===== src/rtl/fp_div_seq.sv =====
// Sequential radix-2 restoring floating-point divider: result = value1 / value2.
// Define FP_DIV_FLAGS_EN to add the {invalid, divzero, overflow, underflow} flags port.
module fp_div_seq #(
  parameter int EXP_W = 8,
  parameter int MAN_W = 23,
  parameter int BIAS  = 2**(EXP_W-1)-1
) (
  input  logic                 aclk,
  input  logic                 areset,
  input  logic                 in_valid,
  output logic                 in_ready,
  input  logic [EXP_W+MAN_W:0] value1,
  input  logic [EXP_W+MAN_W:0] value2,
  output logic                 out_valid,
  input  logic                 out_ready,
`ifdef FP_DIV_FLAGS_EN
  output logic [3:0]           flags,
`endif
  output logic [EXP_W+MAN_W:0] result
);

  localparam int W  = 1 + EXP_W + MAN_W;
  localparam int MW = MAN_W + 1;
  localparam int RW = MAN_W + 2;
  localparam int QW = MAN_W + 3;
  localparam int EW = EXP_W + 2;
  localparam int CW = $clog2(QW);

  localparam logic signed [EW-1:0] BIAS_S = EW'(BIAS);
  localparam logic signed [EW-1:0] ONE_S  = EW'(1);
  localparam logic signed [EW-1:0] ZERO_S = '0;
  localparam logic signed [EW-1:0] MAXE_S = EW'((2**EXP_W) - 1);
  localparam logic [W-1:0] QNAN = {1'b0, {EXP_W{1'b1}}, 1'b1, {(MAN_W-1){1'b0}}};

  typedef enum logic [1:0] {IDLE, DIV, ROUND, DONE} state_t;

  state_t state, state_nxt;
  logic [CW-1:0] cnt;

  logic                 s1, s2, sgn;
  logic [EXP_W-1:0]     e1, e2;
  logic [MAN_W-1:0]     f1, f2;
  logic                 zero1, zero2, inf1, inf2, nan1, nan2;
  logic                 invalid_op, special, accept;
  logic [W-1:0]         spec_res;

  logic [RW-1:0]        rem;
  logic [MW-1:0]        m2;
  logic [QW-1:0]        q;
  logic signed [EW-1:0] exp_r;
  logic                 sgn_r;

  logic signed [EW-1:0] rnd_e;
  logic [MAN_W-1:0]     rnd_m;
  logic                 rnd_ovf, rnd_unf;
  logic [W-1:0]         rnd_res;

  // Normalise the raw quotient, round to nearest even, and return {exponent, stored mantissa}.
  function automatic logic [EW+MAN_W-1:0] norm_round(input logic signed [EW-1:0] e_in,
                                                     input logic [QW-1:0] q_in,
                                                     input logic rem_nz);
    logic [QW-1:0]        qn;
    logic signed [EW-1:0] e;
    logic [MW:0]          m;
    logic                 rb, st;
    if (q_in[QW-1]) begin
      qn = q_in;
      e  = e_in;
    end else begin
      qn = q_in << 1;
      e  = e_in - ONE_S;
    end
    m  = {1'b0, qn[QW-1 -: MW]};
    rb = qn[1];
    st = qn[0] | rem_nz;
    if (rb && (st || m[0])) m = m + 1'b1;
    if (m[MW]) begin
      m = m >> 1;
      e = e + ONE_S;
    end
    return {e, m[MAN_W-1:0]};
  endfunction

  assign {s1, e1, f1} = value1;
  assign {s2, e2, f2} = value2;
  assign sgn   = s1 ^ s2;
  // Subnormals are flushed, so a zero exponent means zero regardless of the fraction.
  assign zero1 = (e1 == '0);
  assign zero2 = (e2 == '0);
  assign inf1  = (&e1) && (f1 == '0);
  assign inf2  = (&e2) && (f2 == '0);
  assign nan1  = (&e1) && (f1 != '0);
  assign nan2  = (&e2) && (f2 != '0);
  assign invalid_op = nan1 || nan2 || (zero1 && zero2) || (inf1 && inf2);

  always_comb begin
    special  = 1'b1;
    spec_res = {sgn, {EXP_W{1'b1}}, {MAN_W{1'b0}}};
    if (invalid_op)          spec_res = QNAN;
    else if (zero2 || inf1)  spec_res = {sgn, {EXP_W{1'b1}}, {MAN_W{1'b0}}};
    else if (zero1 || inf2)  spec_res = {sgn, {(EXP_W+MAN_W){1'b0}}};
    else                     special  = 1'b0;
  end

  assign in_ready  = (state == IDLE);
  assign out_valid = (state == DONE);
  assign accept    = in_valid && in_ready;

  always_ff @(posedge aclk) begin
    if (areset) begin
      state <= IDLE;
      cnt   <= '0;
    end else begin
      state <= state_nxt;
      if (state == IDLE)     cnt <= '0;
      else if (state == DIV) cnt <= cnt + 1'b1;
    end
  end

  always_comb begin
    state_nxt = state;
    case (state)
      IDLE:    if (in_valid) state_nxt = special ? DONE : DIV;
      DIV:     if (cnt == CW'(QW-1)) state_nxt = ROUND;
      ROUND:   state_nxt = DONE;
      DONE:    if (out_ready) state_nxt = IDLE;
      default: state_nxt = IDLE;
    endcase
  end

  // Operand capture, then one restoring quotient bit per DIV cycle
  always_ff @(posedge aclk) begin
    if (accept) begin
      rem   <= {1'b0, 1'b1, f1};
      m2    <= {1'b1, f2};
      q     <= '0;
      exp_r <= $signed({2'b00, e1}) - $signed({2'b00, e2}) + BIAS_S;
      sgn_r <= sgn;
    end else if (state == DIV) begin
      if (rem >= {1'b0, m2}) begin
        rem <= (rem - {1'b0, m2}) << 1;
        q   <= {q[QW-2:0], 1'b1};
      end else begin
        rem <= rem << 1;
        q   <= {q[QW-2:0], 1'b0};
      end
    end
  end

  // Round and range-check the finished quotient
  assign {rnd_e, rnd_m} = norm_round(exp_r, q, |rem);
  assign rnd_ovf = (rnd_e >= MAXE_S);
  assign rnd_unf = (rnd_e <= ZERO_S);

  always_comb begin
    if (rnd_ovf)      rnd_res = {sgn_r, {EXP_W{1'b1}}, {MAN_W{1'b0}}};
    else if (rnd_unf) rnd_res = {sgn_r, {(EXP_W+MAN_W){1'b0}}};
    else              rnd_res = {sgn_r, rnd_e[EXP_W-1:0], rnd_m};
  end

  always_ff @(posedge aclk) begin
    if (areset)                result <= '0;
    else if (accept && special) result <= spec_res;
    else if (state == ROUND)    result <= rnd_res;
  end

`ifdef FP_DIV_FLAGS_EN
  logic [3:0] spec_flags;

  always_comb begin
    spec_flags = '0;
    if (invalid_op)            spec_flags[3] = 1'b1;
    else if (zero2 && !inf1)   spec_flags[2] = 1'b1;
  end

  always_ff @(posedge aclk) begin
    if (areset)                         flags <= '0;
    else if (accept && special)         flags <= spec_flags;
    else if (state == ROUND)            flags <= {2'b00, rnd_ovf, rnd_unf && !rnd_ovf};
    else if (out_valid && out_ready)    flags <= '0;
  end
`endif

endmodule


===== config.mk =====
export PLATFORM = sky130hd
export DESIGN_NAME = fp_div_seq
export DESIGN_NICKNAME = d
export VERILOG_FILES = /design/src/rtl/fp_div_seq.sv
export SDC_FILE = /design/constraint.sdc
export NUM_CORES = 1
export LEC_CHECK = 0
export BUFFER_PORTS_ARGS = -buffer_cell sky130_fd_sc_hd__buf_2
export CAP_MARGIN = 15
export CORE_UTILIZATION = 29
export CTS_CLUSTER_DIAMETER = 50
export CTS_CLUSTER_SIZE = 12
export DETAILED_ROUTE_END_ITERATION = 12
export PLACE_DENSITY_LB_ADDON = 0.1
export SYNTH_ARGS = -nofsm -noshare
export SYNTH_HDL_FRONTEND = slang
export SYNTH_SLANG_ARGS = --single-unit

===== constraint.sdc =====
create_clock -name aclk -period 4.5 [get_ports aclk]
set_input_delay 0.9 -clock aclk [delete_from_list [all_inputs] [get_ports aclk]]
set_output_delay 0.9 -clock aclk [all_outputs]
set_load 0.01 [all_outputs]

==> results of run 1 <==
## cells by family after synthesis
| kind of cell | synth area share [%] |
|---|---|
| mux | 8.09 |
| flops | 36.2 |
| simple gates | 18.9 |
| buf+inv | 5.71 |
| compound gates | 17.0 |
| xor+xnor | 7.68 |
| fa+ha+maj | 6.55 |
## cell type report
type / count / area share, %
Sequential cell: 124 / 30.8
Clock inverter: 12 / 1.06
Inverter: 61 / 2.31
Clock buffer: 20 / 4.93
Timing Repair Buffer: 119 / 6.46
Tap cell: 384 / 4.85
Multi-Input combinational cell: 699 / 49.6
## cell usage after synthesis, types with 9 or more instances
master | count | area share (%)
sky130_fd_sc_hd__nor3_1 | 23 | 1.4
sky130_fd_sc_hd__mux2i_1 | 57 | 6.8
sky130_fd_sc_hd__edfxtp_1 | 57 | 20
sky130_fd_sc_hd__nor2_1 | 96 | 4.3
sky130_fd_sc_hd__a21oi_1 | 76 | 4.5
sky130_fd_sc_hd__a22o_1 | 21 | 2.2
sky130_fd_sc_hd__a311oi_1 | 10 | 1.0
sky130_fd_sc_hd__nand4_1 | 18 | 1.3
sky130_fd_sc_hd__o21ai_0 | 22 | 1.3
sky130_fd_sc_hd__nand2_1 | 57 | 2.5
sky130_fd_sc_hd__clkbuf_1 | 25 | 1.1
sky130_fd_sc_hd__o31ai_1 | 9 | 0.80
sky130_fd_sc_hd__buf_1 | 10 | 0.44
sky130_fd_sc_hd__a211oi_1 | 11 | 0.98
sky130_fd_sc_hd__xor2_1 | 31 | 3.2
sky130_fd_sc_hd__ha_1 | 41 | 6.1
sky130_fd_sc_hd__nand3_1 | 25 | 1.5
sky130_fd_sc_hd__inv_1 | 57 | 2.5
sky130_fd_sc_hd__dfxtp_1 | 67 | 16
sky130_fd_sc_hd__xnor2_1 | 38 | 3.9
sky130_fd_sc_hd__nor4_1 | 22 | 1.6
sky130_fd_sc_hd__a21o_1 | 10 | 0.89
## per-layer routing
layer	vias to the layer above	GRT usage (%)	wire length, um	share of wire [%]
li1	3595	-	-	-
met1	3292	21.8	11800	49
met2	129	26.3	11100	46
met3	17	3.06	710	3.0
met4	0	4.09	292	1.2
met5	-	0	0	0
## path summary, 6_finish.rpt
path	cells past startpoint	slack, ns	to
worst max-delay path	11	0.73	result[19]
worst min-delay path	1	0.48	result[11]
worst max register to register	11	0.73	result[19]
worst min register to register	1	0.48	result[11]
## worst max-delay path: stages (launching register included)
cell	delay [ns]
sky130_fd_sc_hd__dfxtp_2	0.68
sky130_fd_sc_hd__inv_2	0.26
sky130_fd_sc_hd__mux2i_1	0.34
sky130_fd_sc_hd__ha_1	0.30
sky130_fd_sc_hd__inv_1	0.11
sky130_fd_sc_hd__a211o_1	0.37
sky130_fd_sc_hd__or3_1	0.33
sky130_fd_sc_hd__a2111oi_1	0.36
sky130_fd_sc_hd__a21oi_1	0.10
sky130_fd_sc_hd__nor3_1	0.22
sky130_fd_sc_hd__and4bb_4	0.33
sky130_fd_sc_hd__a32o_1	0.26
## flip-flops by register name, summed over array words and instances (netlist names)
| signal | cells |
|---|---|
| sgn_r | 1 |
| q | 26 |
| state | 2 |
| exp_r | 10 |
| result | 32 |
| m2 | 23 |
| cnt | 5 |
| rem | 25 |
## power by group through the flow
stage	Sequential, mW	Clock [mW]	Combinational (mW)
floorplan	1.72	0	2.18
global placement	1.82	0	2.82
detailed placement	1.81	0	2.81
CTS	1.79	1.45	2.82
global route	1.82	1.50	3.13
finish	1.79	1.41	2.79
## stage by stage
step	util, %	cells
final	34.5	1419
after global routing	34.5	1419
after CTS	34.5	1419
after detailed placement	32.5	1387
after global placement	32.5	1387
after floorplan	-	932
==> flow_results.org, run 1 <==
** Placement
- Once placement finished, the instance area stood at 0.00932 sq mm.
- IO Port Bufs :: 101
- Final estimated routing congestion in global placement :: 0.838
- At the placement stage, the worst setup path has a slack of 0.759 ns.
- Hpwl dp :: 18,100 um

** Global route
- Entering global routing, the biggest net connects 47 pins.
- Global routing used 16.1% of the available tracks across all layers.
- Number of antenna violations at the first check in global routing :: 0
- The first global-routing pass estimated 38,200 um of wire.
- Vias in the first global route :: 7,040
- Aggregate global routing overflow :: 0

** Routing
- Vias :: 7,033
- Initial drt markers :: 420
- Detailed-router iteration count before antenna repair :: 5
- Antenna-violating nets left :: 0
- Routed vias/inst :: 4.96
- After detailed routing, the average wire length per cell comes to 16.9 um.
- Routed WL :: 23,900 um
- After detailed routing, the number of remaining DRC violations is 0.

** Clocking
- Clock root cell :: sky130_fd_sc_hd__clkbuf_16
- CTS HTree Levels :: 4
- Inserted Clock Buffers :: 17
- Deepest clock path buffer count :: 2
- After clock tree synthesis, the repair step resized 0 gates.
- Clock tree from TritonCTS :: yes
- Clock tree synthesis found a total of 124 sinks.
- Source-to-sink clock delay at the later pin of the worst-skew pair :: 0.43 ns
- Hold-fix buffers, CTS :: 0
- Clock-pin slew was measured on the worst setup and hold paths at 0.06 ns.
- Post-CTS setup-driven buffer insertion count :: 0

** Worst setup path
- Type of destination of the critical path :: register
- Highest net fanout along the worst path :: 23
- At the worst endpoint, the required time is 4.82 ns.
- In this run the worst setup path begins at q[25].
- Reg2reg start :: q[25]
- Crit Path Category :: register to register
- At the worst endpoint, the arrival time is 4.09 ns.
- The worst setup path is launched from a register.

** Timing
- Setup TNS :: 0 ns
- Timing would allow up to 0.265 GHz.
- Endpoints failing setup :: 0
- Least setup slack across all paths after layout :: 0.732 ns
- Worst hold slack :: 0.477 ns
- Measured against its own limit, the worst slew margin works out to 59.7%.
- Setup repair after global routing left no endpoint under its margin.
- Worst clock skew on the final layout :: 0.0153 ns
- The total count of max-transition violations in the final report is 0.
- Least-Margin Pin Slew :: 0.600 ns
- Subtracting the final worst setup slack from the clock period gives 3.77 ns.
- Hold Fails Final Rpt :: 0
- The final critical path takes up 83.7% of the cycle.

** Yosys
- Fraction of synthesis flops using an asynchronous set or reset pin :: 0%
- Counting distinct cell types in the post-synthesis netlist gives 87.
- Total nets after synthesis :: 1,043
- Sequential area share after synthesis :: 36.2%
- Post-synth design cell area :: 0.00844 sq mm
- Post-synthesis cell count :: 932
- In the synthesized netlist the dominant register cell turns out to be sky130_fd_sc_hd__dfxtp_1.
- Number of enable-type register cells in the synthesized netlist :: 57
- Post-synthesis average cell area :: 9.06 sq um
- Yosys printed 0 warnings.
- Synth Register Bits :: 124

** Power
- Net switching is 40.4% of the power.
- Post-layout power :: 5.99 mW
- Sequential Power Share :: 29.9%
- Sw Pwr :: 2.42 mW
- Per report_power, the clock group accounts for 23.6% of the total.
- Across the VDD grid, the largest voltage drop is 0.000269 V.
- Summed over all cells, the static leakage comes to 3.99 nW.
- Combinational logic is responsible for 46.6% of the overall power.
- Internal power contribution :: 3.57 mW
- Power density over cell area :: 604 mW/mm^2

** Layout
- Relative to the synthesized area, the layout overhead comes to 17.4%.
- Most used cells in the layout excluding fill and tap cells :: sky130_fd_sc_hd__buf_2, sky130_fd_sc_hd__nor2_1, sky130_fd_sc_hd__a21oi_1
- In the final layout, the multi-input gates occupy 0.00491 sq mm.
- Leading cell type in the layout, fill and taps excluded :: sky130_fd_sc_hd__buf_2
- The finished cells cover 0.00991 sq mm.
- Across the whole layout, storage elements account for 0.00305 sq mm.
- Filler cell count in the final layout :: 3,047
- 0 antenna diodes ended up in the layout.
- The post-route netlist has 18.3% of its cells at a drive strength greater than 1.
- Layout Nets :: 1,133

** Outcome
- Outcome :: completed

** Floorplanning
- Number of rows created at floorplan :: 62
- The floorplan step set the die height to 173 um.
- The core region is 0.0287 sq mm.
- From left edge to right edge, the die measures 173 um.
- DIE AREA :: 0.0298 sq mm
- Starting utilization of the core area :: 29.4%
- 102 I/O pins were placed.

** Min path
- Path type of the worst min-delay path :: register to register
- Startpoint of the most critical hold path :: result[11]

** Job
- Across the run, the number of max-cap violations was 0.
No activity file was read; power rests on OpenSTA's default activity.
==> run 2, diff against run 1 <==
==> constraint.sdc (replaced) <==
create_clock -name aclk -period 3.5 [get_ports aclk]
set_input_delay 0.7 -clock aclk [delete_from_list [all_inputs] [get_ports aclk]]
set_output_delay 0.7 -clock aclk [all_outputs]
set_load 0.01 [all_outputs]
==> run 2 against run 1 <==
Compared with the run above: utilization is 1.1 points higher; cell count grew 2.0%; wire length up 4.5%; sequential share of layout area down 0.99 points; critical path depth did not move; first-iteration DRC count fell by 0.24%; count of clock-buffer cells in the layout up 1; largest cell class unchanged.
==> flow_results.org, run 2 (synthesis gave the netlist of run 1 again) <==
** Power
- The combinational share of power is 47.3% (was 46.6%).
- Sw Share :: 40.0% (was 40.4%)
- Leakage :: 4.15 nW (was 3.99 nW)
- Clock share of power :: 23.6% (about the same)
- Power density over cell area :: 774 mW/mm^2 (was 604 mW/mm^2)
- The internal portion of total power is 4.76 mW (was 3.57 mW).
- Largest voltage drop on the vdd net :: 0.000394 V (was 0.000269 V)
- The share of total power in sequential cells is 29.0% (was 29.9%).
- The switching power total came to 3.17 mW (was 2.42 mW).

** Floorplanning
- Die boundary height :: 173 um (unchanged)
- The initial core utilization came to 29.4% (unchanged).
- CORE AREA :: 0.0287 sq mm (unchanged)
- Number of rows created at floorplan :: 62 (unchanged)
- Horizontal die dimension :: 173 um (unchanged)
- DIE AREA :: 0.0298 sq mm (unchanged)
- Ports :: 102 (unchanged)

** Layout
- The most common library cell in the layout ignoring fill and taps is sky130_fd_sc_hd__buf_2 (unchanged).
- Filler cell count in the final layout :: 3,081 (was 3,047)
- Register containing the most flip-flops in the final layout :: result (unchanged)
- Biggest regs: result (32), q (26), rem (25) (unchanged).
- Layout Nets :: 1,162 (was 1,133)
- Syn-to-layout area delta :: 21.3% (was 17.4%)
- Most used cells in the layout excluding fill and tap cells: sky130_fd_sc_hd__buf_2, sky130_fd_sc_hd__nor2_1, sky130_fd_sc_hd__a21oi_1 (unchanged).
- Fraction of layout cells with a size suffix above 1 :: 21.4% (was 18.3%)
- The number of antenna repair diodes was 0 (unchanged).
- The flip-flop count of the largest register, all copies and words added was 32 (unchanged).

** Global route
- The global-route wire length before repair is 39,300 um (was 38,200 um).
- The largest net degree at the start of global routing is 46 (was 47).
- Vias in the first global route :: 7,106 (was 7,040)
- The global route total overflow came to 0 (unchanged).
- Number of antenna violations at the first check in global routing :: 0 (unchanged)
- The global-route total usage across every layer is 16.7% (was 16.1%).

** Routing
- Routed wire length on met3 :: 900 um (was 710 um)
- The top routing layer in use was met4 (unchanged).
- The via count normalized by instance count was 4.98 (was 4.96).
- The number of search-and-repair iterations in the first detailed-routing pass is 5 (unchanged).
- Metal1 wirelength :: 12,100 um (was 11,800 um)
- Routed WL :: 25,000 um (was 23,900 um)
- The number of design rule violations left after detail routing is 0 (unchanged).
- WL met2 :: 11,700 um (was 11,100 um)
- The overall via count from detail_route is 7,207 (was 7,033).
- Antenna-violating nets left :: 0 (unchanged)
- The initial DRC count is 419 (was 420).
- The routed wirelength normalized by instance count was 17.3 um (was 16.9 um).

** Clocking
- Source-to-sink clock delay at the later pin of the worst-skew pair :: 0.42 ns (was 0.43 ns)
- Hold-fix buffers, CTS :: 0 (unchanged)
- Number of sinks handled by clock tree synthesis :: 124 (unchanged)
- The root cell of the clock tree was sky130_fd_sc_hd__clkbuf_16 (unchanged).
- Clk slew on worst S/H paths :: 0.06 ns (about the same)
- The CTS tree is yes (unchanged).
- Inserted Clock Buffers :: 17 (unchanged)
- Deepest clock path buffer count :: 2 (unchanged)
- The maximum level of the CTS H-tree is 4 (unchanged).

** Worst setup path
- Required time of the critical path :: 3.65 ns (was 4.82 ns)
- Crit Path Category :: register to register (unchanged)
- The biggest fanout along the worst timing path was 17 (was 23).
- Critical Path Start Type :: register (unchanged)
- Type of destination of the critical path :: register (unchanged)
- The signal arrival time at the worst endpoint came to 3.54 ns (was 4.09 ns).

** Placement
- Hpwl dp :: 18,500 um (was 18,100 um)
- The number of buffers added on ports was 101 (unchanged).
- Final estimated routing congestion in global placement :: 0.810 (was 0.838)

** Timing
- Unrepaired setup endpoints after global routing :: yes (was no)
- Endpoints failing setup :: 0 (unchanged)
- The final hold violation count is 0 (unchanged).
- The final total negative setup slack was 0 ns (unchanged).
- The highest attainable clock frequency came to 0.295 GHz (was 0.265 GHz).
- Max-slew violation total from the final report :: 0 (unchanged)
- Least-Margin Pin Slew :: 0.814 ns (was 0.600 ns)
- Normalized max-slew margin :: 45.3% (was 59.7%)
- Worst hold slack :: 0.470 ns (was 0.477 ns)
- Final period utilization :: 97.0% (was 83.7%)
- The shortest clock period the worst path allows after layout was 3.40 ns (was 3.77 ns).
- The worst clock skew on the final layout is 0.0154 ns (was 0.0153 ns).

** Outcome
- Outcome :: completed (unchanged)

** Job
- Number of maximum-capacitance violations :: 0 (unchanged)

** Min path
- Path type of the worst min-delay path :: register to register (unchanged)
[run 2: layout make-up]
type	instances	area [sq um]	share of cell area (%)
clock buffers	21	492	4.80
well taps	384	480	4.69
repair buffers	146	856	8.36
multi-input cells	701	5000	48.8
inverters	61	229	2.24
flip-flops and latches	124	3050	29.8
clock inverters	11	129	1.26
[run 2: power groups by stage]
| stage | clock [mW] | sequential [mW] | combinational (mW) |
|---|---|---|---|
| floorplan | 0 | 2.22 | 2.80 |
| global placement | 0 | 2.33 | 3.73 |
| detailed placement | 0 | 2.32 | 3.72 |
| CTS | 1.94 | 2.30 | 3.74 |
| global route | 2.00 | 2.34 | 4.18 |
| finish | 1.87 | 2.30 | 3.75 |
[run 2: per-stage QoR]
step	area [sq um]	setup slack (ns)	cells	util, %	power [mW]
detailed placement	9530	0.129	1413	33.2	6.04
global route	10200	-0.0104	1448	35.7	8.52
CTS	10100	0.102	1445	35.4	7.98
global placement	9530	0.172	1413	33.2	6.06
finish	10200	0.105	1448	35.7	7.93
floorplan	8440	0.0412	932	-	5.02
[run 2: worst max-delay path, stage by stage (launching register included)]
cell and delay (ns):
sky130_fd_sc_hd__edfxtp_1 0.52, sky130_fd_sc_hd__ha_1 0.43, sky130_fd_sc_hd__inv_1 0.06, sky130_fd_sc_hd__o21ai_1 0.17, sky130_fd_sc_hd__a2111oi_0 0.13, sky130_fd_sc_hd__o31ai_1 0.55
sky130_fd_sc_hd__o31ai_1 0.21, sky130_fd_sc_hd__a31o_2 0.27, sky130_fd_sc_hd__o21ai_2 0.13, sky130_fd_sc_hd__buf_4 0.30, sky130_fd_sc_hd__mux2i_1 0.27, sky130_fd_sc_hd__a21oi_1 0.09
[run 2: path summary, 6_finish.rpt]
check	startpoint	to	slack, ns	depth (start not counted)
setup / recovery	rem[7]	rem[10]	0.10	11
hold / removal	result[12]	result[12]	0.47	1
setup reg to reg	rem[7]	rem[10]	0.10	11
hold reg to reg	result[12]	result[12]	0.47	1
[run 2: layer usage]
metal	vias up	global-route usage (%)
met5	-	0
met4	0	3.65
met3	12	3.23
met2	130	27.1
met1	3391	22.7
li1	3674	-
[run 2: timing repair]
item / in CTS / in global routing
hold endpoints to repair: 0 / 0
endpoints found under the setup margin: 0 / 30
gates resized for setup: 0 / 12
setup buffers: 0 / 1
